--- config.mk ---
export PLATFORM = sky130hd
export DESIGN_NAME = uart_rx_fifo_flat
export DESIGN_NICKNAME = d
export VERILOG_FILES = /design/src/rtl/uart_rx_fifo_if.sv /design/src/rtl/uart_rx_fifo.sv /design/src/flat_wrapper.sv
export SDC_FILE = /design/constraint.sdc
export NUM_CORES = 1
export LEC_CHECK = 0
export BUFFER_PORTS_ARGS = -buffer_cell sky130_fd_sc_hd__buf_2
export CORE_MARGIN = 2
export CORE_UTILIZATION = 45
export DETAILED_ROUTE_END_ITERATION = 12
export HOLD_SLACK_MARGIN = 0.1
export SLEW_MARGIN = 15
export SYNTH_ARGS = -nofsm -noshare
export SYNTH_HDL_FRONTEND = slang
export SYNTH_SLANG_ARGS = --single-unit
--- constraint.sdc ---
create_clock -name clk -period 3.3 [get_ports clk]
set_input_delay 0.66 -clock clk [delete_from_list [all_inputs] [get_ports clk]]
set_output_delay 0.66 -clock clk [all_outputs]
set_load 0.01 [all_outputs]
--- src/rtl/uart_rx_fifo_if.sv ---
// uart_rx_fifo_if: valid/ready byte stream from the UART receive FIFO to its consumer
interface uart_rx_fifo_if;
  logic [7:0] m_data;
  logic       m_valid;
  logic       m_ready;
  modport master (output m_data, output m_valid, input m_ready);
  modport slave  (input m_data, input m_valid, output m_ready);
endinterface

--- src/rtl/uart_rx_fifo.sv ---
// uart_rx_fifo: 8N1 UART receiver (16x oversampled, 2-of-3 majority) feeding a FWFT byte FIFO
module uart_rx_fifo #(
  parameter int CLK_FREQ   = 27_000_000,
  parameter int BAUD       = 115200,
  parameter int FIFO_DEPTH = 16
) (
  input  logic                          clk,
  input  logic                          reset_n,
  input  logic                          rx,
  uart_rx_fifo_if.master                m,
  output logic                          frame_err,
  output logic                          overrun,
  output logic [$clog2(FIFO_DEPTH):0]   fifo_count
);
  localparam int DIV = (CLK_FREQ + 8 * BAUD) / (16 * BAUD);
  localparam int PW  = $clog2(DIV);
  localparam int AW  = $clog2(FIFO_DEPTH);
  localparam int CW  = AW + 1;
  typedef enum logic [2:0] {IDLE, START, DATA, STOP, BRK} state_t;
  state_t          state_q, state_d;
  logic [1:0]      sync_q;
  logic [PW-1:0]   presc_q, presc_d;
  logic [3:0]      tcnt_q, tcnt_d;
  logic [2:0]      bidx_q, bidx_d;
  logic            s7_q, s7_d, s8_q, s8_d;
  logic [7:0]      sh_q, sh_d;
  logic            fe_q, ov_q;
  logic [AW-1:0]   wr_q, rd_q;
  logic [CW-1:0]   cnt_q, cnt_d;
  logic [7:0]      mem_q [FIFO_DEPTH];
  logic            rx_s, tick, maj, push, fe, pop, full, wr, ov;
  assign rx_s = sync_q[1];
  assign tick = presc_q == PW'(DIV - 1);
  assign maj  = (s7_q & s8_q) | (s7_q & rx_s) | (s8_q & rx_s);
  always_comb begin
    state_d = state_q;
    presc_d = tick ? '0 : presc_q + 1'b1;
    tcnt_d  = tick ? tcnt_q + 1'b1 : tcnt_q;
    s7_d    = (tick && tcnt_q == 4'd7) ? rx_s : s7_q;
    s8_d    = (tick && tcnt_q == 4'd8) ? rx_s : s8_q;
    bidx_d  = bidx_q;
    sh_d    = sh_q;
    push    = 1'b0;
    fe      = 1'b0;
    case (state_q)
      IDLE: if (!rx_s) begin
        state_d = START;
        presc_d = '0;
        tcnt_d  = '0;
      end
      START: begin
        if (tick && tcnt_q == 4'd9 && maj) state_d = IDLE;
        else if (tick && tcnt_q == 4'd15) begin
          state_d = DATA;
          bidx_d  = '0;
        end
      end
      DATA: begin
        if (tick && tcnt_q == 4'd9) sh_d = {maj, sh_q[7:1]};
        if (tick && tcnt_q == 4'd15) begin
          bidx_d  = bidx_q + 1'b1;
          state_d = (bidx_q == 3'd7) ? STOP : DATA;
        end
      end
      STOP: if (tick && tcnt_q == 4'd9) begin
        state_d = maj ? IDLE : BRK;
        push    = maj;
        fe      = !maj;
      end
      BRK: if (rx_s) state_d = IDLE;
      default: state_d = IDLE;
    endcase
  end
  // A push into a full FIFO is still accepted when the head leaves in the same cycle
  assign pop   = m.m_valid & m.m_ready;
  assign full  = cnt_q == CW'(FIFO_DEPTH);
  assign wr    = push & (!full | pop);
  assign ov    = push & full & !pop;
  assign cnt_d = cnt_q + CW'(wr) - CW'(pop);
  always_ff @(posedge clk or negedge reset_n) begin
    if (!reset_n) begin
      state_q <= IDLE;
      sync_q  <= 2'b11;
      presc_q <= '0;
      tcnt_q  <= '0;
      bidx_q  <= '0;
      s7_q    <= 1'b1;
      s8_q    <= 1'b1;
      sh_q    <= '0;
      fe_q    <= 1'b0;
      ov_q    <= 1'b0;
      wr_q    <= '0;
      rd_q    <= '0;
      cnt_q   <= '0;
    end else begin
      state_q <= state_d;
      sync_q  <= {sync_q[0], rx};
      presc_q <= presc_d;
      tcnt_q  <= tcnt_d;
      bidx_q  <= bidx_d;
      s7_q    <= s7_d;
      s8_q    <= s8_d;
      sh_q    <= sh_d;
      fe_q    <= fe;
      ov_q    <= ov;
      wr_q    <= wr ? wr_q + 1'b1 : wr_q;
      rd_q    <= pop ? rd_q + 1'b1 : rd_q;
      cnt_q   <= cnt_d;
    end
  end
  always_ff @(posedge clk) begin
    if (wr) mem_q[wr_q] <= sh_q;
  end
  assign m.m_valid  = cnt_q != '0;
  assign m.m_data   = m.m_valid ? mem_q[rd_q] : '0;
  assign frame_err  = fe_q;
  assign overrun    = ov_q;
  assign fifo_count = cnt_q;
endmodule
--- src/flat_wrapper.sv ---
// flat-port wrapper written by rule: the top's interface ports become plain ports
module uart_rx_fifo_flat 
#(
  parameter int CLK_FREQ   = 27_000_000,
  parameter int BAUD       = 115200,
  parameter int FIFO_DEPTH = 16
)
  (clk, reset_n, rx, frame_err, overrun, fifo_count, m_m_data, m_m_valid, m_m_ready);
  uart_rx_fifo_if m_i ();
  input  logic clk;
  input  logic reset_n;
  input  logic rx;
  output logic frame_err;
  output logic overrun;
  output logic [$clog2(FIFO_DEPTH):0] fifo_count;
  output wire logic [$bits(m_i.m_data)-1:0] m_m_data;
  output wire logic [$bits(m_i.m_valid)-1:0] m_m_valid;
  input wire logic [$bits(m_i.m_ready)-1:0] m_m_ready;
  assign m_m_data = m_i.m_data;
  assign m_m_valid = m_i.m_valid;
  assign m_i.m_ready = m_m_ready;
  uart_rx_fifo #(.CLK_FREQ(CLK_FREQ), .BAUD(BAUD), .FIFO_DEPTH(FIFO_DEPTH)) u_core (.clk(clk), .reset_n(reset_n), .rx(rx), .m(m_i), .frame_err(frame_err), .overrun(overrun), .fifo_count(fifo_count));
endmodule
== Word level (Yosys, flattened, before mapping) ==
Memories as Yosys holds them, arrays and structs flattened.
Cells that the tools add are included.
Widths: inputs -> output; s select.

* Bits in registers: 41
* Latch bits: 0
* Bits in writable memories: 128
* ROM bits: 0
* Input bits: 4
* Output and inout port bits: 16
* Word-level logic and storage cells: 89
* Memories kept: 1

* $add $sub $neg: 7
* $mul: 0
* Divide/modulo/power cells: 0
* Order comparisons: 0
* Equal/unequal tests: 18
* Shift operators: 0
* Multiplexer cells: 26
* Bitwise gates (word level): 10
* Reduce and logical (&&, ||, !) cells: 14

{| class="wikitable"
|+ Memory list
! memory !! depth !! bits a word !! read ports !! clocked after memory_dff !! wr ports !! RTL line !! source
|-
| u_core.mem_q || 16 || 8 || 1 || 0 || 1 || uart_rx_fifo.sv:30 || <nowiki>logic [7:0] mem_q [FIFO_DEPTH];</nowiki>
|}

{| class="wikitable"
|+ Operator list
! cell !! number
|-
| $mux 3 || 10
|-
| $mux 4 || 6
|-
| $add 4x1->4 const B || 4
|-
| $eq 4x4->1 const B || 4
|-
| $pmux 3 s5 || 1
|-
| $mux 8 || 1
|-
| $ne 2x1->1 const B || 4
|-
| $and 1x1->1 || 7
|-
| $mux 1 || 7
|-
| $eq 3x2->1 const B || 2
|-
| $eq 3x3->1 const B || 2
|-
| $pmux 3 s2 || 1
|-
| $add 5x1->5 || 1
|-
| $eq 5x5->1 const B || 1
|-
| $logic_and 1x1->1 || 5
|-
| $reduce_and 5->1 || 1
|-
| $reduce_bool 5->1 || 1
|-
| $sub 5x1->5 || 1
|-
| $eq 4x3->1 const B || 1
|-
| $ne 2x2->1 const B || 2
|-
| $reduce_and 4->1 || 1
|-
| $add 3x1->3 const B || 1
|-
| $eq 3x1->1 const B || 1
|-
| $logic_not 1->1 || 3
|-
| other kinds (5) || 7
|}

== Longest topological paths before layout ==
Gate-level depths: netlist of run 1.

* Depth after elaboration: 8
* Depth in mapped cells: 14
* Gate-level depth less buffers: 13

== Worst setup path before layout of run 1 ==
OpenSTA, ideal clock, no wires.

* Path type: flip-flop to flip-flop
* Start: register u_core.cnt_q[3] (netlist: u_core.fifo_count[3])
* End: register u_core.cnt_q[4] (netlist: u_core.fifo_count[4])
* Setup time: 80 ps
* Arrival: 2526 ps
* Required time: 3220 ps
* Path slack: 694 ps
* Cell stages (with the launch flop): 15
* Path buffers: 1
* Clock period less this slack: 2606 ps
* Cell sequence: dfrtp_1 > inv_1 > ha_1 > nor4b_4 > nor2b_1 > clkbuf_1 > ha_1 > inv_1 > ha_1 > inv_1 > fa_1 > inv_1 > a21oi_1 > o21bai_1 > xnor2_1

* Cells in the longest elaborated chain, start to end: 6
* Elaborated cells on any way between the ends: 8
* Classes of those cells: add/sub: 2; eq/ne: 1; bitwise: 3; reduce/logical: 2

{| class="wikitable"
|+ Ends and longest elaborated chain
! item !! RTL line !! source
|-
| start: declaration || uart_rx_fifo.sv:29 || <nowiki>logic [CW-1:0] cnt_q, cnt_d;</nowiki>
|-
| start signal: assignment || uart_rx_fifo.sv:108 || <nowiki>cnt_q <= cnt_d;</nowiki>
|-
| $reduce_bool 5->1 * || uart_rx_fifo.sv:114 || <nowiki>assign m.m_valid = cnt_q != '0;</nowiki>
|-
| $and 1x1->1 * || uart_rx_fifo.sv:75 || <nowiki>assign pop = m.m_valid & m.m_ready;</nowiki>
|-
| net u_core.pop || uart_rx_fifo.sv:31 || <nowiki>logic rx_s, tick, maj, push, fe, pop, full, wr, ov;</nowiki>
|-
| $or 1x1->1 || uart_rx_fifo.sv:77 || <nowiki>assign wr = push & (!full | pop);</nowiki>
|-
| $and 1x1->1 || uart_rx_fifo.sv:77 ||
|-
| $add 5x1->5 || uart_rx_fifo.sv:79 || <nowiki>assign cnt_d = cnt_q + CW'(wr) - CW'(pop);</nowiki>
|-
| $sub 5x1->5 * || uart_rx_fifo.sv:79 ||
|-
| net u_core.cnt_d[4] || uart_rx_fifo.sv:29 ||
|}

The timed path passes the listed nets; every way through them passes the cells marked *.
A chain may end at the register's enable or synchronous reset.

== Worst setup path in the final report of run 1 ==
* Start: register u_core.rd_q[1]
* End: output port m_m_data[3]

* Cells in the longest elaborated chain, start to end: 2

{| class="wikitable"
|+ Ends and longest elaborated chain
! item !! RTL line !! source
|-
| start: declaration || uart_rx_fifo.sv:28 || <nowiki>logic [AW-1:0] wr_q, rd_q;</nowiki>
|-
| start signal: assignment || uart_rx_fifo.sv:107 || <nowiki>rd_q <= pop ? rd_q + 1'b1 : rd_q;</nowiki>
|-
| $mem_v2 16x8 || n/a ||
|-
| $mux 8 || uart_rx_fifo.sv:115 || <nowiki>assign m.m_data = m.m_valid ? mem_q[rd_q] : '0;</nowiki>
|-
| end: declaration || flat_wrapper.sv:16 || <nowiki>output wire logic [$bits(m_i.m_data)-1:0] m_m_data;</nowiki>
|}

No other way between the ends.

==> reports/results.ini, run 1 <==
[cells_and_area]
diodes=0
fin_cells=687
drive_gt1_share_pct=27.0
final_nets=479
synthToLayoutAreaGrowth_pct=13.7
final_common_cell=edfxtp_1
nFillCells=1279
final_cell_mix=edfxtp_1 (128), dfrtp_1 (36), mux4_2 (32)

[clock_tree]
clock_latency_ns=0.42
numCtsBuffers=17
path_clk_slew_ns=0.06
cts_max_path_buffers=2
cts_tree=built
htree_levels=4
cts_sinks=169
root_buffer=clkbuf_16

[routing]
ant_nets=0
drc_errors=0
drt_wl_total_um=13100
vias=3664
first_pass_iters=7
wl_per_cell_um=19.1
drtIter0Drc=310
avgViaCountPerCell=5.33

[logic_synthesis]
synth_area_um2=7150
synth_ff_type=edfxtp_1
synth-seq-area-share_pct=68.2
netlist.area_leader.share_pct=53.8
synth_area_leaders=edfxtp_1 (54%), dfrtp_1 (13%), mux4_2 (10%)
postSynthCellCount=417
async_flop_share_pct=24.3
ys_seq_elements=169
yosysUniqueCellTypes=47
syn_nets=438
synth-warning-count=0
avgSynthCellArea_um2=17.1
synth_top_area_cell=edfxtp_1
synth-edff-count=128

[timing]
clock.fmax_mhz=322
holdWs_ns=0.331
fin_crit_sh_pct=94.1
period_needed_ns=3.11
worstMarginPinSlew_ns=0.905
clock_skew_ns=0.00846
setup_viol=0
rsz0062_at_grt=no
tns_ns=0
slew_viol_final=0
slew-limit-headroom_pct=39.7
hold_viol=0

[setup_path]
crit_fanout=16
worst_path_most_repeated_cell=a211oi_1
slowest_delay_ns=0.57
cpMaxStageDelayCell=dfrtp_4
arrival_ns=2.45
end_kind=output port
path_cells=buf_4 -> mux4_2 -> a211oi_1 -> a211oi_1 -> buf_2
required_ns=2.64
crit_path_start_kind=flip-flop
critical_path.top_delay_family=flip-flops
path_buf_inv=2
crit_type=reg2out

[outcome]
outcome=complete, no violations

[place]
gp_congestion=0.767
dp_hpwl_um=8460
numPortBuffers=19
placedCellCount=654

[worst_hold_path]
hold_path.class=in2reg

[global_route]
grt.total_usage_pct=17.0
grt_pass1_wl_um=20700
grt-ovfl-total=0
grt_max_degree=42
grt_pass1_vias=3661
antenna_found_initial=0

[floorplan]
die_h_um=130
start_util_pct=45.5
rows=46
die_area_um2=16900
num_io_pins=20
core_um2=15700
die_w_um=130

[run]
drv_cap=0

[pwr]
p_leak_nw=3.33
p_per_area_nw_per_um2=649
ir_drop_uv=452

==> path summary, 6_finish.rpt <==
check	start	end	slack (ns)	cells past startpoint
worst max register to register	u_core.sync_q[1]$_DFF_PN1_	u_core.fifo_count[4]$_DFF_PN0_	0.72	10
worst min register to register	u_core.sync_q[0]$_DFF_PN1_	u_core.sync_q[1]$_DFF_PN1_	0.36	0
min in group asynchronous	reset_n	u_core.tcnt_q[3]$_DFF_PN0_	0.36	1
worst max-delay path	u_core.rd_q[1]$_DFFE_PN0P_	m_m_data[3]	0.19	5
max in group asynchronous	reset_n	u_core.rd_q[1]$_DFFE_PN0P_	2.27	1
worst min-delay path	rx	u_core.sync_q[0]$_DFF_PN1_	0.33	1
==> layer usage <==
metal	GRT usage (%)	share of wire, %	up-vias
met3	3.65	4.8	18
li1	-	-	1670
met1	22.7	45	1867
met2	27.2	49	109
met5	0	0	-
met4	7.27	1.9	0
==> cells in the mapped netlist (2+ instances only) <==
cell type  count
buf_4          3
buf_6          4
buf_2          6
edfxtp_1     128
nand2_1       16
nor3_1         4
xnor2_1        7
nand3_1        9
xor2_1         6
nor2_1        26
ha_1          16
nand4b_1       2
nor2b_1       11
dfstp_2        4
nor3b_1        2
a21oi_1        7
clkbuf_1       3
nand2b_1       5
mux4_2        32
inv_1         19
and3_4         3
mux2i_1        9
mux2_4         9
o211ai_1       3
dfrtp_1       37
mux2_2         3
nand4_1        5
buf_1          3
a211oi_1      17
==> report_power, final <==
group          internal (mW)  switching (mW)
clock network           1.11           0.756
logic                  0.438           0.480
registers               2.33           0.158
==> final cells by class <==
type	instances	area [um2]	share of cell area, %
Tap cell	216	270	3.33
Sequential cell	169	4880	60.0
Clock inverter	6	32.5	0.400
Multi-Input combinational cell	209	2070	25.5
Clock buffer	26	532	6.54
Timing Repair Buffer	42	268	3.29
Inverter	19	71.3	0.878
==> state kept, by name, summed over array words and instances (netlist names) <==
name / flops
u_core.rd_q: 4
u_core.s7_q: 1
u_core.s8_q: 1
u_core.wr_q: 4
u_core.presc_q: 4
u_core.bidx_q: 3
u_core.mem_q: 128
u_core.overrun: 1
u_core.sh_q: 8
u_core.frame_err: 1
u_core.tcnt_q: 4
u_core.sync_q: 2
u_core.fifo_count: 5
u_core.state_q: 3
==> metrics by stage <==
step	utilization, %	worst slack, ns	power [mW]	area, um2
after global placement	48.1	0.395	3.43	7550
final	51.7	0.194	5.27	8130
after global routing	51.7	0.00939	5.51	8130
after detailed placement	48.1	0.363	3.46	7550
after floorplan	-	0.694	3.21	7150
after CTS	51.7	0.0537	5.32	8120
==> what timing repair did <==
item,4_1_cts,5_1_grt
setup buffers,0,1
setup endpoints to repair,8,6
hold buffers,0,0
resized for setup,1,0
pin swaps,0,0
==> cells by family (layout without fill, tap and decap cells) <==
group,count (synthesis),after routing,share of synthesized area [%]
buffers and inverters,39,93,2.75
XOR/XNOR,13,13,1.59
adder cells (fa/ha/maj),18,18,3.22
AND/OR/NAND/NOR,90,90,6.95
AO/OA/AOI/OAI,35,35,3.55
multiplexers,53,53,13.7
flip-flops,169,169,68.2
Note: power is estimated with default switching activity, not from simulation.
==> inputs of run 2 (changes only) <==
--- a/config.mk
+++ b/config.mk
@@ -6,10 +6,13 @@
 export NUM_CORES = 1
 export LEC_CHECK = 0
 export BUFFER_PORTS_ARGS = -buffer_cell sky130_fd_sc_hd__buf_2
+export CELL_PAD_IN_SITES_DETAIL_PLACEMENT = 0
+export CELL_PAD_IN_SITES_GLOBAL_PLACEMENT = 2
 export CORE_MARGIN = 2
 export CORE_UTILIZATION = 45
 export DETAILED_ROUTE_END_ITERATION = 12
 export HOLD_SLACK_MARGIN = 0.1
+export PLACE_DENSITY_LB_ADDON = 0.1
 export SLEW_MARGIN = 15
 export SYNTH_ARGS = -nofsm -noshare
 export SYNTH_HDL_FRONTEND = slang
==> run 2 against run 1 <==
Against the previous run:
- non-clock buffer count rose by 2
- flip-flop and latch count unchanged
- power is 3.1% higher
- first-iteration DRC count down 24%
- sequential power is essentially flat
- cell count is 0.29% higher
- utilization increased by 0.41 points
- largest cell class unchanged
- highest routed layer unchanged
==> reports/results.ini, run 2 (same netlist as run 1, synthesis figures left out) <==
[outcome]
outcome=complete, no violations  ; unchanged

[cells_and_area]
nFillCells=1309  ; was 1279
top_register=u_core.mem_q  ; unchanged
final_cell_mix=edfxtp_1 (128), dfrtp_1 (36), mux4_2 (32)  ; unchanged
final_common_cell=edfxtp_1  ; unchanged
fin_cells=689  ; was 687
drive_gt1_share_pct=27.9  ; was 27.0%
synthToLayoutAreaGrowth_pct=14.6  ; was 13.7%
final_nets=481  ; was 479
largest_register_ff_count=128  ; unchanged
diodes=0  ; unchanged

[timing]
clock_skew_ns=0.00699  ; was 0.00846 ns
setup_slack_ns=0.227  ; was 0.194 ns
tns_ns=0  ; unchanged
clock.fmax_mhz=325  ; was 322 MHz
worstMarginPinSlew_ns=0.947  ; was 0.905 ns
setup_viol=0  ; unchanged
slew_viol_final=0  ; unchanged
slew-limit-headroom_pct=36.9  ; was 39.7%
rsz0062_at_grt=no  ; unchanged
period_needed_ns=3.07  ; was 3.11 ns
hold_viol=0  ; unchanged
fin_crit_sh_pct=93.1  ; was 94.1%

[global_route]
antenna_found_initial=0  ; unchanged
grt_pass1_vias=3746  ; was 3661
grt.total_usage_pct=18.2  ; was 17.0%
grt-ovfl-total=0  ; unchanged
grt_max_degree=42  ; unchanged
grt_pass1_wl_um=21800  ; was 20700 um

[worst_hold_path]
hold_path.class=in2reg  ; unchanged
hold_path_end=u_core.sync_q[0]$_DFF_PN1_  ; unchanged
hold_depth=1  ; unchanged
holdCritStartpoint=rx  ; unchanged

[floorplan]
num_io_pins=20  ; unchanged
die_h_um=130  ; unchanged
die_w_um=130  ; unchanged
die_area_um2=16900  ; unchanged
rows=46  ; unchanged
core_um2=15700  ; unchanged
start_util_pct=45.5  ; unchanged

[routing]
drt_wl_total_um=13900  ; was 13100 um
ant_nets=0  ; unchanged
first_pass_iters=4  ; was 7
drtIter0Drc=236  ; was 310
vias=3642  ; was 3664
wl_per_cell_um=20.1  ; was 19.1 um
avgViaCountPerCell=5.29  ; was 5.33
drc_errors=0  ; unchanged

[setup_path]
crit_fanout=17  ; was 16
critical_path.top_delay_family=flip-flops  ; unchanged
rr_startpoint=u_core.presc_q[0]$_DFF_PN0_  ; was u_core.sync_q[1]$_DFF_PN1_
arrival_ns=2.41  ; was 2.45 ns
path_buf_inv=2  ; unchanged
crit_type=reg2out  ; unchanged
crit_path_start_kind=flip-flop  ; unchanged
cp.depth=5  ; unchanged
path_cells=buf_4 -> mux4_2 -> a211oi_1 -> a211oi_1 -> buf_2  ; unchanged
worst_path_most_repeated_cell=a211oi_1  ; unchanged
required_ns=2.64  ; about the same
rr_worst_depth=10  ; unchanged
cpMaxStageDelayCell=dfrtp_4  ; unchanged
timing.rr.end=u_core.fifo_count[4]$_DFF_PN0_  ; unchanged
slowest_delay_ns=0.63  ; was 0.57 ns
crit_path_start=u_core.rd_q[1]$_DFFE_PN0P_  ; unchanged
end_kind=output port  ; unchanged
reg2reg_slack_ns=0.73  ; was 0.72 ns

[pwr]
p_leak_nw=3.34  ; was 3.33 nW
p_total_mw=5.43  ; was 5.27 mW
p_per_area_nw_per_um2=663  ; was 649 nW/um2
ir_drop_uv=392  ; was 452 uV

[clock_tree]
clock_latency_ns=0.42  ; about the same
numCtsBuffers=17  ; unchanged
htree_levels=4  ; unchanged
cts_tree=built  ; unchanged
path_clk_slew_ns=0.06  ; about the same
cts_max_path_buffers=2  ; unchanged
root_buffer=clkbuf_16  ; unchanged
ctsHoldBuffers=0  ; unchanged
cts_sinks=169  ; unchanged
cts_setup_buffers=0  ; unchanged

[place]
placedCellCount=657  ; was 654
numPortBuffers=19  ; unchanged
dp_hpwl_um=9110  ; was 8460 um
gp_congestion=0.727  ; was 0.767
detailedPlace.worstSlack_ns=0.512  ; was 0.363 ns

[run]
drv_cap=0  ; unchanged

## run 2: cell count changes in the layout (fill, tap and decap cells not counted), sizes merged
cell / delta
bufinv: +3
clkbuf: -8
clkinvlp: +3
inv: +1
buf: +2
clkinv: +1
## run 2: report_power, final
part           switching, mW  internal, mW
logic                  0.479         0.452
registers              0.169          2.33
clock network          0.808          1.19
## run 2: worst max-delay path by stage
stage	slack [ns]	endpoint
floorplan	0.69	u_core.fifo_count[4]$_DFF_PN0_
global placement	0.52	m_m_data[6]
detailed placement	0.51	m_m_data[6]
CTS	0.05	m_m_data[1]
global route	0.06	m_m_data[6]
finish	0.23	m_m_data[1]
## run 2: repair_timing
action	in CTS	in global routing
endpoints found under the setup margin	0	6
gates resized for setup	0	1
hold endpoints to repair	0	0
## run 2: routing by layer
layer,part of all wire [%],routed length [um],vias to the layer above,GRT usage [%]
met5,0,0,-,0
met4,1.3,185,0,6.26
met3,2.8,388,15,4.18
met2,50,6930,47,30.0
met1,46,6370,1897,24.2
li1,-,-,1683,-
## run 2: layout make-up
class                      instances  area (um2)  area share (%)
inverter                          19        71.3           0.871
clock buffer                      18         429            5.24
clock inverter                    14         173            2.11
tap                              216         270            3.30
multi-input combinational        209        2070            25.3
sequential                       169        4880            59.6
timing repair buffer              44         295            3.60
## run 2: worst reg2reg max path: cells and delay by family, from the launching register on
kind	cells	cell delay, ns
flops	1	0.43
simple gates	3	1.02
fa+ha+maj	2	0.58
compound gates	2	0.22
xor+xnor	1	0.13
buf+inv	2	0.13
## run 2: per-stage QoR
step                hold slack, ns  utilization (%)  instance area (um2)
floorplan                    0.345                -                 7150
global placement             0.347             48.3                 7590
detailed placement           0.350             48.3                 7590
CTS                          0.308             52.1                 8190
global route                 0.300             52.1                 8190
finish                       0.332             52.1                 8190
